File: src/rtl/prod_acc_pkg.sv
// Shared types and constants for the product dot accumulator.
// State encoding plus product width/limit from the 4x3 multiplier.
package prod_acc_pkg;

  typedef logic [0:0] state_t;

  localparam state_t ACCUM = 1'b0;
  localparam state_t HOLD  = 1'b1;

  localparam int PROD_W   = 7;
  localparam int PROD_MAX = 105;

endpackage

File: src/rtl/prod_dot_accumulator.sv
// Sums groups of LEN multiplier products into one dot-product result.
// Ports: clk, rst (async high), in_valid/in_ready/in_prod (product
// stream), out_valid/out_ready/out_sum/out_ovf (registered result).
// Macro PROD_ACC_SAT_EN: clamp acc at 2^ACC_W-1 on overflow
// instead of wrapping; out_ovf reports overflow either way.
module prod_dot_accumulator
  import prod_acc_pkg::*;
#(
  parameter int LEN   = 4,
  parameter int ACC_W = 10,
  parameter int CNT_W = 8
) (
  input  logic             clk,
  input  logic             rst,
  input  logic             in_valid,
  output logic             in_ready,
  input  logic [6:0]       in_prod,
  output logic             out_valid,
  input  logic             out_ready,
  output logic [ACC_W-1:0] out_sum,
  output logic             out_ovf
);

  localparam logic [CNT_W-1:0] LAST = CNT_W'(LEN - 1);

  state_t           state;
  logic [ACC_W-1:0] acc;
  logic [CNT_W-1:0] cnt;
  logic             ovf;

  logic             accept;
  logic [ACC_W:0]   next_sum;
  logic             ovf_nx;
  logic [ACC_W-1:0] acc_nx;

  // Pure state decode: no path from out_ready or in_valid.
  assign in_ready = (state == ACCUM);
  assign accept   = in_valid & in_ready;

  assign next_sum = {1'b0, acc}
                  + {{(ACC_W + 1 - PROD_W){1'b0}}, in_prod};
  assign ovf_nx   = ovf | next_sum[ACC_W];

`ifdef PROD_ACC_SAT_EN
  // Once overflowed, hold at full scale for the rest of the vector.
  assign acc_nx = ovf_nx ? '1 : next_sum[ACC_W-1:0];
`else
  assign acc_nx = next_sum[ACC_W-1:0];
`endif

  always_ff @(posedge clk or posedge rst) begin
    if (rst) begin
      state     <= ACCUM;
      acc       <= '0;
      cnt       <= '0;
      ovf       <= 1'b0;
      out_valid <= 1'b0;
      out_sum   <= '0;
      out_ovf   <= 1'b0;
    end else begin
      unique case (1'b1)
        (state == ACCUM): begin
          if (accept) begin
            acc <= acc_nx;
            ovf <= ovf_nx;
            if (cnt == LAST) begin
              out_sum   <= acc_nx;
              out_ovf   <= ovf_nx;
              out_valid <= 1'b1;
              state     <= HOLD;
              cnt       <= '0;
            end else begin
              cnt <= cnt + 1'b1;
            end
          end
        end
        (state == HOLD): begin
          // acc is cleared at handshake, not at completion.
          if (out_ready) begin
            out_valid <= 1'b0;
            acc       <= '0;
            ovf       <= 1'b0;
            state     <= ACCUM;
          end
        end
        default: ;
      endcase
    end
  end

endmodule
File: config.mk
export PLATFORM = sky130hd
export DESIGN_NAME = prod_dot_accumulator
export DESIGN_NICKNAME = d
export VERILOG_FILES = /design/src/rtl/prod_acc_pkg.sv /design/src/rtl/prod_dot_accumulator.sv
export SDC_FILE = /design/constraint.sdc
export NUM_CORES = 1
export LEC_CHECK = 0
export ABC_CLOCK_PERIOD_IN_PS = 2600
export BUFFER_PORTS_ARGS = -buffer_cell sky130_fd_sc_hd__buf_2
export CAP_MARGIN = 20
export CORE_AREA = 2 2 109 69
export CTS_CLUSTER_SIZE = 12
export DETAILED_ROUTE_END_ITERATION = 16
export DIE_AREA = 0 0 111 71
export PLACE_DENSITY_LB_ADDON = 0.1
export SYNTH_ARGS = -nofsm -noshare
export SYNTH_HDL_FRONTEND = slang
export SYNTH_SLANG_ARGS = --single-unit
File: constraint.sdc
create_clock -name clk -period 2.6 [get_ports clk]
set_input_delay 0.52 -clock clk [delete_from_list [all_inputs] [get_ports clk]]
set_output_delay 0.52 -clock clk [all_outputs]
set_load 0.01 [all_outputs]
---- Word-level counts from Yosys, hierarchy flattened ----
Index checks and enable logic that the tools add are counted.
W data, S select, Z words.
word-level totals
  bits of input ports ..................... 11
  bits in registers ....................... 32
  word-level logic and storage cells ...... 34
  output and inout bits ................... 13
cells by class
  bitwise logic cells ..................... 3
  reductions and logical operators ........ 4
  eq/ne operators ......................... 4
  $add $sub $neg .......................... 2
  muxes and demuxes ....................... 14
operator list
  cell                   number
  $mux W10               2
  $pmux W10 S2           1
  $add A10 B7 Y11        1
  $add A8 B1 Y8 const B  1
  $eq A8 B2 Y1 const B   1
  $mux W8                1
  $mux W1                7
  $pmux W1 S2            3
  $reduce_and A3 Y1      2
  $ne A2 B1 Y1 const B   2
  $reduce_and A2 Y1      2
  $ne A2 B2 Y1 const B   1
  $and A1 B1 Y1          1
  $not A1 Y1             1
  $or A1 B1 Y1           1

---- Depth between registers and ports, before layout ----
Gate-level depths: netlist of the first run.
  depth in word-level cells ............... 4
  mapped depth ............................ 6
  gate-level depth less buffers ........... 6

---- Worst setup path before layout of the first run ----
No wires, ideal clock.
  path type ............................... in2reg
  start ................................... input in_prod[0]
  end ..................................... register ovf
  path buffers ............................ 0
  required time ........................... 2478 ps
  stages .................................. 6
  slack ................................... 421 ps
  arrival time ............................ 2058 ps
  library setup time ...................... 122 ps
  path through ............................ ha_1 fa_1 a211oi_1 o21ai_0 and3_1 a32o_1
between the ends
  cells in the longest elaborated chain, start to end .. 4
RTL lines
  what                  RTL line                    RTL
  from (decl)           prod_dot_accumulator.sv:17  input logic [6:0] in_prod,
  $add A10 B7 Y11       prod_dot_accumulator.sv:41  + {{(ACC_W + 1 - PROD_W){1'b0}}, in_prod};
  $or A1 B1 Y1          prod_dot_accumulator.sv:42  assign ovf_nx = ovf | next_sum[ACC_W];
  $mux W1               prod_dot_accumulator.sv:63  if (accept) begin
  $pmux W1 S2           prod_dot_accumulator.sv:61  unique case (1'b1)
  to (signal assigned)  prod_dot_accumulator.sv:65  ovf <= ovf_nx;
  to (decl)             prod_dot_accumulator.sv:29  logic ovf;
Every way passes these cells. The select of a mux whose other input is x is not followed.
A chain may end at the register's enable or synchronous reset.

---- Worst setup path in the final report of the first run ----
  start ................................... register acc[0]
  end ..................................... register ovf
between the ends
  cells in the longest elaborated chain, start to end .. 4
RTL lines
  what                    RTL line                    RTL
  from (decl)             prod_dot_accumulator.sv:27  logic [ACC_W-1:0] acc;
  from (signal assigned)  prod_dot_accumulator.sv:64  acc <= acc_nx;
  $add A10 B7 Y11         prod_dot_accumulator.sv:41
  $or A1 B1 Y1            prod_dot_accumulator.sv:42
  $mux W1                 prod_dot_accumulator.sv:63
  $pmux W1 S2             prod_dot_accumulator.sv:61
Every way passes these cells. The select of a mux whose other input is x is not followed.

==> results of run 1 <==
==> cells in the mapped netlist, drive strengths merged (3+ instances only) <==
cell type / instances
mux2: 4
o21ai: 9
nand2: 10
xnor2: 8
nor4: 3
a31oi: 3
nor2: 8
xor2: 3
o211ai: 3
ha: 8
and3: 3
a21oi: 8
nand3: 3
buf: 3
inv: 3
a22o: 7
a21o: 4
a211oi: 4
dfrtp: 32
==> state kept, by name (all words and copies together) (netlist names) <==
| register | flops |
|---|---|
| out_ovf | 1 |
| acc | 10 |
| state | 1 |
| out_valid | 1 |
| ovf | 1 |
| out_sum | 10 |
| cnt | 8 |
==> worst reg2reg max path, delay by kind of cell, from the launching register on <==
family,cells,cell delay [ns]
AO/OA/AOI/OAI,3,0.93
adder cells (fa/ha/maj),2,0.67
flip-flops,1,0.37
AND/OR/NAND/NOR,1,0.26
==> final timing paths <==
path,startpoint,to,slack (ns),cells past startpoint
min,rst,out_sum[5],0.33,3
max reg2reg,acc[0],ovf,0.25,6
max,acc[0],ovf,0.25,6
min reg2reg,out_sum[0],out_sum[0],0.47,2
max in group asynchronous,rst,state,1.96,3
min in group clk,out_sum[0],out_sum[0],0.47,2
==> where the power goes <==
group	switching [mW]	total, mW	internal [mW]
clock	0.195	0.595	0.401
combinational	0.596	1.07	0.477
sequential	0.138	0.827	0.690
==> area by class of cell <==
cell class | count | area, um2 | share of cell area
clock buffers | 7 | 153 | 0.0736
multi-input cells | 114 | 843 | 0.407
inverters | 3 | 11.3 | 0.00543
repair buffers | 28 | 153 | 0.0736
well taps | 91 | 114 | 0.0549
flip-flops and latches | 32 | 801 | 0.386
==> metrics by stage <==
stage                     area, um2  total power, mW
after floorplan                1680             1.58
after global placement         1920             1.91
after detailed placement       1920             1.91
after CTS                      2070             2.53
after global routing           2070             2.72
final                          2070             2.50
==> kinds of logic (layout without fill, tap and decap cells) <==
logic type,after synthesis,after routing,share of synthesized area
simple gates,40,40,0.131
compound gates,49,49,0.206
fa+ha+maj,9,9,0.0717
mux,5,5,0.0329
flops,32,32,0.478
buf+inv,7,38,0.0224
xor+xnor,11,11,0.0575
==> layer usage <==
layer	routed length (um)	part of all wire
met4	38	0.0095
met5	0	0
met3	193	0.048
met2	1470	0.37
met1	2280	0.57
==> run_summary.xml, run 1 <==
<?xml version="1.0" encoding="UTF-8"?>
<metrics>
  <group name="outcome">
    <metric name="run_status" unit="">completed</metric>
  </group>
  <group name="floorplanning">
    <metric name="initial_utilization" unit="">0.242</metric>
    <metric name="dieArea" unit="um2">7880</metric>
    <metric name="die-width" unit="um">111</metric>
    <metric name="floorplan.die.height" unit="um">71</metric>
    <metric name="rows" unit="">24</metric>
    <metric name="ioPinCount" unit="">24</metric>
    <metric name="core-area" unit="um2">6940</metric>
  </group>
  <group name="synth">
    <metric name="synth-seq-cells" unit="">32</metric>
    <metric name="ys.flop_type" unit="">dfrtp_1</metric>
    <metric name="yosysSeqAreaShare" unit="">0.478</metric>
    <metric name="synth.avg_cell_area" unit="um2">11.0</metric>
    <metric name="number_of_cells_produced_by_synthesis" unit="">153</metric>
    <metric name="ys.warnings.count" unit="">0</metric>
    <metric name="number_of_synthesized_flops_with_an_enable_pin" unit="">0</metric>
    <metric name="synth.distinct_cells" unit="">41</metric>
    <metric name="mappedNetlistNets" unit="">173</metric>
    <metric name="yosysTopAreaCell" unit="">dfrtp_1</metric>
    <metric name="synth_area" unit="um2">1680</metric>
    <metric name="synth_largest_type_area_fraction" unit="">0.478</metric>
    <metric name="synthArstFlopShare" unit="">1.00</metric>
    <metric name="post_synth_main_area_contributors" unit="">dfrtp_1, ha_1, xnor2_1</metric>
  </group>
  <group name="hold_path">
    <metric name="hp-class" unit="">input pin to async pin</metric>
  </group>
  <group name="final_layout">
    <metric name="finish.net_count" unit="">204</metric>
    <metric name="flow.area_growth_from_synthesis" unit="%">23.8</metric>
    <metric name="final_cell_mix" unit="">dfrtp_1, buf_2, nand2_1</metric>
    <metric name="antennaDiodeCount" unit="">0</metric>
    <metric name="finalNonFillerCells" unit="">275</metric>
    <metric name="most_frequent_standard_cell_in_the_layout_excluding_fill_and_tap_cells" unit="">dfrtp_1</metric>
    <metric name="layout-drive-gt1-share" unit="">0.245</metric>
    <metric name="finish.utilization" unit="">0.299</metric>
    <metric name="n_fill_cell" unit="">721</metric>
  </group>
  <group name="cts">
    <metric name="cts_buffers" unit="">5</metric>
    <metric name="post_cts_buffers" unit="">0</metric>
    <metric name="clock_latency" unit="ns">0.27</metric>
    <metric name="cts.reportedPaths.clkPinSlew" unit="ns">0.05</metric>
    <metric name="cts_tree" unit="">yes</metric>
    <metric name="htreeDepth" unit="">2</metric>
    <metric name="postCtsResizedCells" unit="">0</metric>
    <metric name="clock_sinks" unit="">32</metric>
    <metric name="cts_max_path_buffers" unit="">2</metric>
    <metric name="cts_hold_repair.buffers" unit="">0</metric>
    <metric name="clock-root-buffer" unit="">clkbuf_16</metric>
  </group>
  <group name="grt">
    <metric name="most_utilized_layer_in_the_global_route_result" unit="">met1</metric>
    <metric name="first_global_vias" unit="">1303</metric>
    <metric name="grt_use_met1" unit="">0.172</metric>
    <metric name="use_met2" unit="">0.149</metric>
    <metric name="remaining_global_route_overflow" unit="">0</metric>
    <metric name="grt_first_pass_wirelength" unit="um">6820</metric>
    <metric name="antenna_found_initial" unit="">0</metric>
    <metric name="globalRouteTotalUtil" unit="">0.112</metric>
    <metric name="gr-usage-met3" unit="">0.0351</metric>
    <metric name="largest_net_degree_at_the_start_of_global_routing" unit="">33</metric>
  </group>
  <group name="critical_path">
    <metric name="slowest_delay" unit="ns">0.43</metric>
    <metric name="crit_required" unit="ns">2.75</metric>
    <metric name="critical_path_buffer_and_inverter_count" unit="">0</metric>
    <metric name="endpoint_kind" unit="">flip-flop</metric>
    <metric name="crit_path_max_fanout" unit="">3</metric>
    <metric name="path_cells" unit="">ha_1 &gt; fa_1 &gt; a211oi_1 &gt; o21ai_0 &gt; and3_1 &gt; a32o_1</metric>
    <metric name="worstPathArrival" unit="ns">2.51</metric>
    <metric name="worst_path_dominant_cell_family" unit="">compound AO/OA/AOI/OAI gates</metric>
    <metric name="worstSetupStartpointType" unit="">flip-flop</metric>
    <metric name="timing_worst_setup_path_type" unit="">flip-flop to flip-flop</metric>
    <metric name="worst_path_max_delay_cell" unit="">fa_1</metric>
  </group>
  <group name="placed_design">
    <metric name="post-place-ws" unit="ns">0.0148</metric>
    <metric name="dpl.hpwl" unit="um">2940</metric>
    <metric name="routabilityCongestion" unit="">0.766</metric>
    <metric name="number_of_buffers_added_on_ports" unit="">23</metric>
    <metric name="dpl.cell_count" unit="">268</metric>
  </group>
  <group name="timing">
    <metric name="max_slew.worst_pin.slew" unit="ns">0.484</metric>
    <metric name="hold_ws" unit="ns">0.328</metric>
    <metric name="crit_path_time_final" unit="ns">2.35</metric>
    <metric name="min_period_over_period" unit="">0.904</metric>
    <metric name="report.final.setup_viol" unit="">0</metric>
    <metric name="layout_setup_ws" unit="ns">0.249</metric>
    <metric name="max_clock_freq" unit="GHz">0.425</metric>
    <metric name="max_slew_violation_total_from_the_final_report" unit="">0</metric>
    <metric name="worst_slew_margin_rel" unit="">0.674</metric>
    <metric name="final.setup_skew" unit="ns">0.00725</metric>
    <metric name="tns" unit="ns">0</metric>
    <metric name="final_hold_violation_count" unit="">0</metric>
    <metric name="unrepaired_setup_endpoints_after_global_routing" unit="">no</metric>
  </group>
  <group name="routing">
    <metric name="route.final.wire_length" unit="um">3980</metric>
    <metric name="drt-wirelength-per-cell" unit="um">14.5</metric>
    <metric name="post_drt_antenna_nets" unit="">0</metric>
    <metric name="post_drt_via_cell_ratio" unit="">4.70</metric>
    <metric name="detail_route.first_pass.iterations" unit="">4</metric>
    <metric name="drc" unit="">0</metric>
    <metric name="vias" unit="">1293</metric>
    <metric name="first_iter_violations" unit="">28</metric>
  </group>
  <group name="power_and_ir_drop">
    <metric name="power_density" unit="nW/um2">1200</metric>
    <metric name="vdd_ir_drop_max" unit="mV">0.343</metric>
    <metric name="p_leak" unit="nW">0.981</metric>
  </group>
  <group name="run">
    <metric name="maxCapViolations" unit="">0</metric>
  </group>
</metrics>
Note: power is estimated with default switching activity, not from simulation.
==> run 2, diff against run 1 <==
--- a/config.mk
+++ b/config.mk
@@ -10,2 +10,4 @@
 export CAP_MARGIN = 20
+export CELL_PAD_IN_SITES_DETAIL_PLACEMENT = 1
+export CELL_PAD_IN_SITES_GLOBAL_PLACEMENT = 1
 export CORE_AREA = 2 2 109 69
@@ -14,2 +16,3 @@
 export DIE_AREA = 0 0 111 71
+export GPL_TIMING_DRIVEN = 0
 export PLACE_DENSITY_LB_ADDON = 0.1
--- a/constraint.sdc
+++ b/constraint.sdc
@@ -3,2 +3,2 @@
 set_output_delay 0.52 -clock clk [all_outputs]
-set_load 0.01 [all_outputs]
+set_load 0.02 [all_outputs]
==> run 2 against run 1 <==
Effect of this change:
- die area unchanged
- combinational power rose by 9%
- final area shrank 0.12%
- power increased by 2.2%
- worst setup slack lost 0.050 ns
- fmax fell by 2.1%
- sequential power is 2% higher
- core utilization is essentially flat
- global-route usage up 1.0 points
- critical path depth unchanged
- cell count did not move
- largest cell class unchanged
==> run_summary.xml, run 2 (synthesized netlist as in run 1, its figures left out) <==
<?xml version="1.0" encoding="UTF-8"?>
<metrics>
  <group name="final_layout">
    <metric name="final_cell_mix" unit="">dfrtp_1, buf_2, nand2_1</metric>
    <metric name="n_fill_cell" unit="">776</metric>
    <metric name="finish.utilization" unit="">0.299</metric>
    <metric name="finish.net_count" unit="">204</metric>
    <metric name="flow.area_growth_from_synthesis" unit="%">23.7</metric>
    <metric name="finalNonFillerCells" unit="">275</metric>
    <metric name="layout-drive-gt1-share" unit="">0.228</metric>
    <metric name="largestRegisters" unit="">acc x10, out_sum x10, cnt x8</metric>
    <metric name="most_frequent_standard_cell_in_the_layout_excluding_fill_and_tap_cells" unit="">dfrtp_1</metric>
    <metric name="antennaDiodeCount" unit="">0</metric>
  </group>
  <group name="floorplanning">
    <metric name="floorplan.die.height" unit="um">71</metric>
    <metric name="ioPinCount" unit="">24</metric>
    <metric name="core-area" unit="um2">6940</metric>
    <metric name="die-width" unit="um">111</metric>
    <metric name="rows" unit="">24</metric>
    <metric name="initial_utilization" unit="">0.242</metric>
    <metric name="dieArea" unit="um2">7880</metric>
  </group>
  <group name="critical_path">
    <metric name="worst_r2r_path_depth" unit="">6</metric>
    <metric name="endpoint_kind" unit="">flip-flop</metric>
    <metric name="worstSetupStartpointType" unit="">flip-flop</metric>
    <metric name="ff2ff_setup_slack" unit="ns">0.20</metric>
    <metric name="timing.rr.start" unit="">acc[0]</metric>
    <metric name="worst_path_dominant_cell_family" unit="">compound AO/OA/AOI/OAI gates</metric>
    <metric name="regToRegEndpoint" unit="">out_ovf</metric>
    <metric name="crit_path_max_fanout" unit="">3</metric>
    <metric name="worstPathArrival" unit="ns">2.54</metric>
    <metric name="worst_path_max_delay_cell" unit="">fa_1</metric>
    <metric name="path_cells" unit="">ha_1 &gt; fa_1 &gt; a211oi_1 &gt; o21ai_0 &gt; a41oi_1 &gt; a21oi_1</metric>
    <metric name="critical_path_buffer_and_inverter_count" unit="">0</metric>
    <metric name="slowest_delay" unit="ns">0.46</metric>
    <metric name="crit_required" unit="ns">2.74</metric>
    <metric name="timing_worst_setup_path_type" unit="">flip-flop to flip-flop</metric>
  </group>
  <group name="routing">
    <metric name="detail_route.first_pass.iterations" unit="">4</metric>
    <metric name="vias" unit="">1336</metric>
    <metric name="post_drt_via_cell_ratio" unit="">4.86</metric>
    <metric name="drc" unit="">0</metric>
    <metric name="drt-wirelength-per-cell" unit="um">16.3</metric>
    <metric name="post_drt_antenna_nets" unit="">0</metric>
    <metric name="route.final.wire_length" unit="um">4490</metric>
    <metric name="first_iter_violations" unit="">31</metric>
  </group>
  <group name="cts">
    <metric name="cts_max_path_buffers" unit="">2</metric>
    <metric name="cts_buffers" unit="">5</metric>
    <metric name="clock_latency" unit="ns">0.27</metric>
    <metric name="cts.reportedPaths.clkPinSlew" unit="ns">0.05</metric>
    <metric name="cts_tree" unit="">yes</metric>
    <metric name="post_cts_buffers" unit="">0</metric>
    <metric name="clock_sinks" unit="">32</metric>
    <metric name="clock-root-buffer" unit="">clkbuf_16</metric>
    <metric name="htreeDepth" unit="">2</metric>
  </group>
  <group name="run">
    <metric name="maxCapViolations" unit="">0</metric>
  </group>
  <group name="grt">
    <metric name="globalRouteTotalUtil" unit="">0.123</metric>
    <metric name="grt_first_pass_wirelength" unit="um">7560</metric>
    <metric name="largest_net_degree_at_the_start_of_global_routing" unit="">19</metric>
    <metric name="antenna_found_initial" unit="">0</metric>
    <metric name="first_global_vias" unit="">1410</metric>
    <metric name="remaining_global_route_overflow" unit="">0</metric>
  </group>
  <group name="hold_path">
    <metric name="hp-class" unit="">input pin to async pin</metric>
  </group>
  <group name="timing">
    <metric name="min_period_over_period" unit="">0.924</metric>
    <metric name="tns" unit="ns">0</metric>
    <metric name="crit_path_time_final" unit="ns">2.40</metric>
    <metric name="report.final.setup_viol" unit="">0</metric>
    <metric name="max_slew_violation_total_from_the_final_report" unit="">0</metric>
    <metric name="final_hold_violation_count" unit="">0</metric>
    <metric name="max_clock_freq" unit="GHz">0.416</metric>
    <metric name="unrepaired_setup_endpoints_after_global_routing" unit="">no</metric>
    <metric name="layout_setup_ws" unit="ns">0.198</metric>
    <metric name="worst_slew_margin_rel" unit="">0.420</metric>
    <metric name="max_slew.worst_pin.slew" unit="ns">0.870</metric>
    <metric name="final.setup_skew" unit="ns">0.00434</metric>
  </group>
  <group name="power_and_ir_drop">
    <metric name="vdd_ir_drop_max" unit="mV">0.393</metric>
    <metric name="power_density" unit="nW/um2">1230</metric>
    <metric name="p_total" unit="mW">2.55</metric>
    <metric name="p_leak" unit="nW">0.973</metric>
  </group>
  <group name="placed_design">
    <metric name="post-place-ws" unit="ns">-0.000858</metric>
    <metric name="dpl.hpwl" unit="um">3410</metric>
    <metric name="dpl.cell_count" unit="">268</metric>
    <metric name="number_of_buffers_added_on_ports" unit="">23</metric>
    <metric name="routabilityCongestion" unit="">0.727</metric>
  </group>
  <group name="outcome">
    <metric name="run_status" unit="">completed</metric>
  </group>
</metrics>
[run 2: worst max path at each step]
| stage | startpoint | cells past startpoint | endpoint |
|---|---|---|---|
| after floorplan | in_prod[0] | 6 | ovf |
| after global placement | in_prod[0] | 7 | out_ovf |
| after detailed placement | in_prod[0] | 7 | out_ovf |
| after CTS | cnt[2] | 4 | out_sum[5] |
| after global routing | acc[0] | 6 | out_ovf |
| final | acc[0] | 6 | out_ovf |
[run 2: repair_timing]
item | CTS | global route
resized for setup | 0 | 1
endpoints found under the setup margin | 0 | 3
hold buffers | 0 | 0
[run 2: report_power, final]
| group | leakage (nW) | internal (mW) | switching, mW |
|---|---|---|---|
| clock network | 0.0667 | 0.347 | 0.199 |
| registers | 0.406 | 0.690 | 0.150 |
| logic | 0.501 | 0.474 | 0.692 |
[run 2: stage by stage]
stage	hold WS [ns]	cell area, um2
final	0.364	2070
after global routing	0.418	2070
after CTS	0.387	2070
after detailed placement	0.473	1930
after global placement	0.455	1900
after floorplan	0.461	1680
[run 2: cell type report]
class                   instances  area [um2]  area share
well taps                      91         114      0.0550
clock buffers                   6         129      0.0622
multi-input cells             114         843       0.407
repair buffers                 24         143      0.0688
clock inverters                 1        5.00     0.00242
flip-flops and latches         32         801       0.386
inverters                       3        11.3     0.00543
plain buffers                   4        26.3      0.0127
[run 2: worst reg2reg max path: cells and delay by family (launching register included)]
family          cells  cell delay (ns)
fa+ha+maj           2             0.73
compound gates      4             1.17
flops               1             0.38
[run 2: routing by layer]
| layer | vias up | track usage | share of wire |
|---|---|---|---|
| met1 | 680 | 0.184 | 0.53 |
| met2 | 19 | 0.179 | 0.43 |
| met4 | 0 | 0.0250 | 0.0082 |
| li1 | 635 | - | - |
| met5 | - | 0 | 0 |
| met3 | 2 | 0.0300 | 0.032 |
==> run 3, diff against run 2 <==
CTS_BUF_LIST = sky130_fd_sc_hd__clkbuf_4 sky130_fd_sc_hd__clkbuf_8   (was not set)
==> run 3 against run 2 <==
Effect of this change:
- fmax up 0.11%
- non-clock buffer count is the same
- sequential share of layout area rose by 1.0 points
- largest cell class unchanged
- clock-buffer cell count unchanged
- core utilization shrank 0.76 points
- global-route usage increased by 0.25 points
- die area is the same
- via count rose by 1.1%
- critical path type unchanged
==> run_summary.xml, run 3 (synthesized netlist as in run 1, its figures left out) <==
<?xml version="1.0" encoding="UTF-8"?>
<metrics>
  <group name="outcome">
    <metric name="run_status" unit="">completed</metric>
  </group>
  <group name="critical_path">
    <metric name="path_cells" unit="">ha_1 &gt; fa_1 &gt; a211oi_1 &gt; o21ai_0 &gt; a41oi_1 &gt; a21oi_1</metric>
    <metric name="crit_path_max_fanout" unit="">3</metric>
    <metric name="crit_required" unit="ns">2.75</metric>
    <metric name="worstPathArrival" unit="ns">2.55</metric>
    <metric name="endpoint_kind" unit="">flip-flop</metric>
    <metric name="worstSetupStartpointType" unit="">flip-flop</metric>
    <metric name="critical_path_buffer_and_inverter_count" unit="">0</metric>
    <metric name="timing_worst_setup_path_type" unit="">flip-flop to flip-flop</metric>
    <metric name="worst_path_dominant_cell_family" unit="">compound AO/OA/AOI/OAI gates</metric>
    <metric name="worst_path_max_delay_cell" unit="">fa_1</metric>
    <metric name="ff2ff_setup_slack" unit="ns">0.20</metric>
    <metric name="slowest_delay" unit="ns">0.46</metric>
  </group>
  <group name="routing">
    <metric name="post_drt_antenna_nets" unit="">0</metric>
    <metric name="vias" unit="">1351</metric>
    <metric name="drc" unit="">0</metric>
    <metric name="post_drt_via_cell_ratio" unit="">4.91</metric>
    <metric name="first_iter_violations" unit="">54</metric>
    <metric name="detail_route.first_pass.iterations" unit="">4</metric>
    <metric name="route.final.wire_length" unit="um">4520</metric>
    <metric name="drt-wirelength-per-cell" unit="um">16.4</metric>
  </group>
  <group name="placed_design">
    <metric name="routabilityCongestion" unit="">0.727</metric>
    <metric name="number_of_buffers_added_on_ports" unit="">23</metric>
    <metric name="dpl.hpwl" unit="um">3410</metric>
    <metric name="dpl_cell_area" unit="um2">1930</metric>
    <metric name="post-place-ws" unit="ns">-0.000858</metric>
    <metric name="dpl.cell_count" unit="">268</metric>
  </group>
  <group name="floorplanning">
    <metric name="initial_utilization" unit="">0.242</metric>
    <metric name="rows" unit="">24</metric>
    <metric name="dieArea" unit="um2">7880</metric>
    <metric name="core-area" unit="um2">6940</metric>
    <metric name="ioPinCount" unit="">24</metric>
    <metric name="floorplan.die.height" unit="um">71</metric>
    <metric name="die-width" unit="um">111</metric>
  </group>
  <group name="final_layout">
    <metric name="cell_area_after_layout" unit="um2">2020</metric>
    <metric name="finish.utilization" unit="">0.291</metric>
    <metric name="final_cell_mix" unit="">dfrtp_1, buf_2, nand2_1</metric>
    <metric name="n_fill_cell" unit="">780</metric>
    <metric name="flow.area_growth_from_synthesis" unit="%">20.5</metric>
    <metric name="layout-drive-gt1-share" unit="">0.234</metric>
    <metric name="multi_input_comb_area" unit="um2">843</metric>
    <metric name="largestRegisters" unit="">acc x10, out_sum x10, cnt x8</metric>
    <metric name="finalNonFillerCells" unit="">275</metric>
    <metric name="ff_latch_area" unit="um2">801</metric>
    <metric name="finish.net_count" unit="">204</metric>
    <metric name="most_frequent_standard_cell_in_the_layout_excluding_fill_and_tap_cells" unit="">dfrtp_1</metric>
    <metric name="antennaDiodeCount" unit="">0</metric>
  </group>
  <group name="power_and_ir_drop">
    <metric name="power_density" unit="nW/um2">1180</metric>
    <metric name="p_leak" unit="nW">0.951</metric>
    <metric name="vdd_ir_drop_max" unit="mV">0.273</metric>
  </group>
  <group name="cts">
    <metric name="cts.reportedPaths.clkPinSlew" unit="ns">0.07</metric>
    <metric name="clock-root-buffer" unit="">clkbuf_8</metric>
    <metric name="clock_latency" unit="ns">0.28</metric>
    <metric name="htreeDepth" unit="">2</metric>
    <metric name="cts_tree" unit="">yes</metric>
    <metric name="post_cts_buffers" unit="">0</metric>
    <metric name="cts_max_path_buffers" unit="">2</metric>
    <metric name="clock_sinks" unit="">32</metric>
    <metric name="cts_hold_repair.buffers" unit="">0</metric>
    <metric name="cts_buffers" unit="">5</metric>
  </group>
  <group name="grt">
    <metric name="largest_net_degree_at_the_start_of_global_routing" unit="">19</metric>
    <metric name="grt_first_pass_wirelength" unit="um">7650</metric>
    <metric name="remaining_global_route_overflow" unit="">0</metric>
    <metric name="first_global_vias" unit="">1420</metric>
    <metric name="globalRouteTotalUtil" unit="">0.125</metric>
    <metric name="antenna_found_initial" unit="">0</metric>
  </group>
  <group name="timing">
    <metric name="max_clock_freq" unit="GHz">0.417</metric>
    <metric name="crit_path_time_final" unit="ns">2.40</metric>
    <metric name="min_period_over_period" unit="">0.923</metric>
    <metric name="report.final.setup_viol" unit="">0</metric>
    <metric name="max_slew.worst_pin.slew" unit="ns">0.883</metric>
    <metric name="layout_setup_ws" unit="ns">0.201</metric>
    <metric name="tns" unit="ns">0</metric>
    <metric name="unrepaired_setup_endpoints_after_global_routing" unit="">no</metric>
    <metric name="max_slew_violation_total_from_the_final_report" unit="">0</metric>
    <metric name="final.setup_skew" unit="ns">0.00821</metric>
    <metric name="final_hold_violation_count" unit="">0</metric>
    <metric name="worst_slew_margin_rel" unit="">0.411</metric>
  </group>
  <group name="hold_path">
    <metric name="hp-class" unit="">input pin to async pin</metric>
  </group>
  <group name="run">
    <metric name="maxCapViolations" unit="">0</metric>
  </group>
</metrics>
-- run 3: cell counts in the layout (fill, tap and decap cells not counted) --
No cell type changed its count.
-- run 3: worst reg2reg max path: stages (launching register included) --
cell and delay (ns):
dfrtp_1 0.39, ha_1 0.27, fa_1 0.46, a211oi_1 0.40
o21ai_0 0.23, a41oi_1 0.41, a21oi_1 0.12
-- run 3: metrics by stage --
stage               hold slack [ns]  total power [mW]
global route                  0.396              2.60
global placement              0.455              1.98
CTS                           0.368              2.41
floorplan                     0.461              1.66
finish                        0.354              2.38
detailed placement            0.473              2.02
-- run 3: layer usage --
metal / GRT usage / part of all wire / vias up
met5: 0 / 0 / -
met2: 0.179 / 0.42 / 34
met1: 0.185 / 0.53 / 681
met3: 0.0300 / 0.044 / 2
met4: 0.0417 / 0.0088 / 0
li1: - / - / 634
-- run 3: area by class of cell --
class	count	share of cell area
flip-flops and latches	32	0.397
clock buffers	6	0.0378
well taps	91	0.0564
multi-input cells	114	0.418
inverters	3	0.00558
repair buffers	24	0.0706
clock inverters	1	0.00248
plain buffers	4	0.0130
-- run 3: where the power goes --
part           internal [mW]  total (mW)  switching, mW  leakage (nW)
Sequential             0.689       0.840          0.151         0.406
Combinational          0.474        1.17          0.693         0.501
Clock                  0.192       0.377          0.185        0.0445
Total                   1.36        2.38           1.03         0.951
-- run 3: timing repair --
action | CTS | global route
endpoints found under the hold margin | 0 | 0
setup endpoints to repair | 0 | 3
resized for setup | 0 | 1
-- run 3: final timing paths --
path | startpoint | to | cells after the start
max | acc[0] | out_ovf | 6
min | rst | out_ovf | 2
max reg2reg | acc[0] | out_ovf | 6
min reg2reg | out_sum[1] | out_sum[1] | 2
max in group asynchronous | rst | cnt[3] | 3
min in group clk | out_ready | state | 2
